[config.mk]
export PLATFORM = sky130hd
export DESIGN_NAME = alu4_count_decode
export DESIGN_NICKNAME = d
export VERILOG_FILES = /design/src/rtl/alu4_count_decode_pkg.sv /design/src/rtl/alu4_core.sv /design/src/rtl/alu4_count_decode.sv
export SDC_FILE = /design/constraint.sdc
export NUM_CORES = 1
export LEC_CHECK = 0
export CAP_MARGIN = 20
export CORE_MARGIN = 5
export CORE_UTILIZATION = 38
export CTS_CLUSTER_SIZE = 28
export DETAILED_ROUTE_END_ITERATION = 10
export PLACE_DENSITY = 0.76
export SLEW_MARGIN = 20
export SYNTH_ARGS = -nofsm -noshare
export SYNTH_HDL_FRONTEND = slang
export SYNTH_SLANG_ARGS = --single-unit
[constraint.sdc]
create_clock -name clk -period 2.6 [get_ports clk]
set_input_delay 0.65 -clock clk [delete_from_list [all_inputs] [get_ports clk]]
set_output_delay 0.65 -clock clk [all_outputs]
set_load 0.02 [all_outputs]
[src/rtl/alu4_count_decode_pkg.sv]
// Shared constants for alu4_count_decode: ALU opcodes and the default counter width.
package alu4_count_decode_pkg;

    localparam logic [2:0] ALU_ADD = 3'b000;
    localparam logic [2:0] ALU_SUB = 3'b001;
    localparam logic [2:0] ALU_NOT = 3'b010;
    localparam logic [2:0] ALU_AND = 3'b011;
    localparam logic [2:0] ALU_OR  = 3'b100;
    localparam logic [2:0] ALU_XOR = 3'b101;
    localparam logic [2:0] ALU_SLT = 3'b110;
    localparam logic [2:0] ALU_EQ  = 3'b111;

    localparam int unsigned CNT_W_DEFAULT = 3;

endpackage

[src/rtl/alu4_core.sv]
// 4-bit combinational ALU with zero, signed-overflow and carry flags.
module alu4_core
    import alu4_count_decode_pkg::*;
(
    input  logic [2:0] fnselec,
    input  logic [3:0] a,
    input  logic [3:0] b,
    output logic [3:0] res,
    output logic       zero,
    output logic       overflow,
    output logic       carry
);

    logic [4:0] sum;
    logic [4:0] diff;

    // SUB uses a + ~b + 1 so carry means "no borrow".
    assign sum  = {1'b0, a} + {1'b0, b};
    assign diff = {1'b0, a} + {1'b0, ~b} + 5'd1;

    always_comb begin
        res      = 4'h0;
        overflow = 1'b0;
        carry    = 1'b0;
        unique case (fnselec)
            ALU_ADD: begin
                res      = sum[3:0];
                carry    = sum[4];
                overflow = (a[3] == b[3]) && (sum[3] != a[3]);
            end
            ALU_SUB: begin
                res      = diff[3:0];
                carry    = diff[4];
                overflow = (a[3] != b[3]) && (diff[3] != a[3]);
            end
            ALU_NOT: res = ~a;
            ALU_AND: res = a & b;
            ALU_OR:  res = a | b;
            ALU_XOR: res = a ^ b;
            ALU_SLT: res = {3'b000, ($signed(a) < $signed(b))};
            ALU_EQ:  res = {3'b000, (a == b)};
            default: res = 4'h0;
        endcase
    end

    assign zero = (res == 4'h0);

endmodule

[src/rtl/alu4_count_decode.sv]
// Board helper block: 4-bit ALU, 3-to-8 one-hot decoder and a tick-driven down counter.
module alu4_count_decode
    import alu4_count_decode_pkg::*;
#(
    parameter int unsigned          CNT_W    = CNT_W_DEFAULT,
    parameter logic [CNT_W-1:0]     CNT_INIT = '1
) (
    input  logic             clk,
    input  logic             resetn,
    input  logic [2:0]       alu_fnselec,
    input  logic [3:0]       alu_a,
    input  logic [3:0]       alu_b,
    output logic [3:0]       alu_res,
    output logic             alu_zero,
    output logic             alu_overflow,
    output logic             alu_carry,
    input  logic [2:0]       dec_x,
    input  logic             dec_en,
    output logic [7:0]       dec_y,
    input  logic             cnt_tick,
    input  logic             cnt_en,
    output logic [CNT_W-1:0] cnt_q
);

    localparam logic [CNT_W-1:0] CntOne = {{(CNT_W-1){1'b0}}, 1'b1};

    logic [CNT_W-1:0] cnt_d;

    alu4_core u_alu4_core (
        .fnselec  (alu_fnselec),
        .a        (alu_a),
        .b        (alu_b),
        .res      (alu_res),
        .zero     (alu_zero),
        .overflow (alu_overflow),
        .carry    (alu_carry)
    );

    assign dec_y = dec_en ? (8'h01 << dec_x) : 8'h00;

    // Wrap to CNT_INIT rather than all ones so a non-default init still cycles correctly.
    always_comb begin
        cnt_d = cnt_q;
        if (cnt_en && cnt_tick) begin
            cnt_d = (cnt_q == '0) ? CNT_INIT : (cnt_q - CntOne);
        end
    end

    always_ff @(posedge clk) begin
        if (!resetn) begin
            cnt_q <= CNT_INIT;
        end else begin
            cnt_q <= cnt_d;
        end
    end

endmodule

==> impl_metrics.yaml <==
clock_network:
  cts-root-buf: "clkbuf_4"
  ctsLongestPathBuffers: 2
  cts_tree: "done"
  h-tree-depth: 1
  cts_made_buffers: 3
  clk_pin_slew_ps: 30
  hold_buffers: 0
  cts_sinks: 3
  clkLatencyLatePin_ps: 240
synth:
  postSynthAreaPerCell_um2: 7.09
  yosys_warnings: 0
  synth_fp_nets: 158
  synth_edf_count: 0
  netlist_area_um2: 872
  synth_area_leaders: "ha_1, dfxtp_1, inv_1, nor2_1, a21oi_1"
  ys.flop_type: "dfxtp_1"
  synth.top_cell.area_share: 0.201
  synth-seq-cells: 3
  netlist_instances: 123
  async_reset_ff_frac: 0
  synth_cell_type_count: 38
  seq_area_frac_synth: 0.0689
  synth_area_leader_cell: "ha_1"
worst_setup_path:
  critical_path.top_delay_family: "buffers and inverters"
  max_stage_delay_ps: 340
  critPathBufInv: 4
  crit-reg2reg-launch: "cnt_q[0]"
  cp-start-kind: "input pin"
  arrival_ps: 2440
  slowest_stage: "fa_2"
  worstPathRequired_ps: 1950
  critPathKind: "in -> out"
  crit_chain: "buf_8 > clkinvlp_4 > buf_6 > fa_2 > nor2b_4 > a221o_1 > a21boi_4 > nor4_4 > buf_4"
  reg2regPathDepth: 4
  cp-end-kind: "output pin"
  r2r_slack_ps: 1420
  path_max_fanout: 2
  worstReg2RegEnd: "cnt_q[2]"
sta:
  max_freq_mhz: 324
  setup_violations: 7
  fin_ws_ps: -486
  final_max_slew_viol_count: 0
  worst_slew_pin_slew_ps: 360
  min_period_over_period: 1.19
  clock_skew_ps: 0.436
  rsz0062_at_grt: "yes"
  hold_viol: 0
  max-slew-margin-rel: 0.760
  post-route-min-period_ps: 3090
route:
  wire_per_inst_um: 23.1
  drt_iter0_drc: 115
  num_vias: 1416
  totalWireLength_um: 5350
  ant_nets: 0
  firstDrtPassIters: 4
  viasPerCell: 6.10
  drc: 0
run:
  timing.max_cap.violations: 0
finish:
  largest-register: "cnt_q"
  design_area_mm2: 0.00199
  top_regs: "cnt_q x3"
  nets: 240
  area_growth_pct: 128
  layout-drive-gt1-share: 0.564
  diodes: 0
  largest_register_ff_count: 3
min_path:
  holdCritStartpoint: "cnt_q[1]"
  holdPathStages: 2
  holdPathEnd: "cnt_q[1]"
  min_path_type: "reg -> reg"
global_route:
  grt_pass1_vias: 1382
  grt_overflow: 0
  grt_util_all_layers: 0.270
  grt_max_degree: 14
  grt_use_met3: 0.0290
  grtUsageMet1: 0.296
  grt_busiest_layer: "met2"
  met2_usage: 0.502
  antenna_found_initial: 0
  grt_pass1_wl_um: 6840
pwr:
  p_leak_nw: 0.925
  power.density_mw_per_mm2: 290
  peakVddDrop_uv: 379
  power_uw: 576
floorplanning:
  num_rows: 17
  initial_utilization: 0.394
  die_h_um: 57.9
  pin_count: 37
  core_area_mm2: 0.00221
  die_x_um: 57.9
  dieArea_mm2: 0.00335
run_status:
  status: "finished, violations left"
  violations: "negative setup slack"
place:
  place_congestion: 0.915
  io_buffers: 36
  postPlaceCellArea_mm2: 0.00157
  dpl.hpwl_um: 2630
  post-place-ws_ps: -1290
cell type report:
cell class	count	area, µm²
Clock buffer	4	26.3
Fill cell	96	225
Inverter	15	65.1
Multi-Input combinational cell	100	1050
Sequential cell	3	60.1
Tap cell	28	35.0
Timing Repair Buffer	82	752
metal layers:
| metal | wire length [µm] | up-vias |
|---|---|---|
| li1 | - | 598 |
| met1 | 1940 | 663 |
| met2 | 2590 | 118 |
| met3 | 467 | 37 |
| met4 | 350 | 0 |
| met5 | 0 | - |
how the worst max path moves through the flow:
| stage | start | to | slack [ps] | cells after the start |
|---|---|---|---|---|
| final | alu_a[1] | alu_zero | -490 | 9 |
| after global placement | alu_a[1] | alu_zero | -1240 | 9 |
| after floorplan | alu_a[1] | alu_zero | -180 | 7 |
| after CTS | alu_a[0] | alu_zero | -380 | 9 |
| after detailed placement | alu_a[1] | alu_zero | -1290 | 9 |
| after global routing | alu_a[1] | alu_zero | -510 | 9 |
repair_timing:
item / 4_1_cts / 5_1_grt
endpoints found under the setup margin: 15 / 7
pin swaps: 24 / 15
buffers inserted: 6 / 7
resized for setup: 130 / 16
cloned: 1 / 0
worst min-delay path: cells and delay by family, from the launching register on:
| family | cells | cell delay, ps |
|---|---|---|
| AO/OA/AOI/OAI | 1 | 90 |
| flip-flops | 1 | 320 |
| AND/OR/NAND/NOR | 1 | 70 |
cells in the final DEF (no fill, tap or decap), types with 5 or more instances in the layout:
cell type / synthesis / final
nand2b_1: 7 / 7
a21oi_1: 9 / 6
ha_1: 14 / 5
clkdlybuf4s50_1: 0 / 10
inv_2: 1 / 8
dlygate4sd2_1: 0 / 11
inv_1: 14 / 5
buf_4: 1 / 35
buf_6: 0 / 17
ha_4: 0 / 7
nor2_1: 13 / 10
nand2_1: 10 / 10
cells in the mapped netlist, types with 2 or more instances:
cell / n
a21oi_1: 9
fa_1: 2
nand2_1: 10
nand3_1: 3
ha_1: 14
nor2_1: 13
o311a_1: 2
o211ai_1: 2
buf_2: 4
nor2b_1: 2
o21bai_1: 2
a2111oi_0: 2
dfxtp_1: 3
inv_1: 14
xnor2_1: 3
o21ai_0: 5
nor4_1: 2
o31ai_1: 2
nand2b_1: 7
nor3_1: 4
where the power goes:
group	switching, mW	total [mW]	internal (mW)
Combinational	0.221	0.439	0.218
Sequential	0.00258	0.0521	0.0495
Clock	0.0272	0.0849	0.0577
cell families (layout without fill, tap and decap cells):
group / after synthesis / after routing / synth area share
xor gates and xnor gates: 4 / 4 / 0.0402
and+or+nand+nor: 47 / 47 / 0.278
buffers and inverters: 20 / 101 / 0.0961
AOI/OAI and AO/OA: 33 / 33 / 0.270
DFF: 3 / 3 / 0.0689
adders and majority gates: 16 / 16 / 0.247
per-stage QoR:
step	util	hold WS (ps)	std cells	setup TNS [ps]
3_3_place_gp	0.708	493	214	-8050
4_1_cts	0.844	529	225	-1660
6_report	0.898	543	232	-2520
3_5_place_dp	0.708	522	214	-8840
2_1_floorplan	-	573	123	-314
5_1_grt	0.898	593	232	-2740
Power figures use the tool's default switching activity.
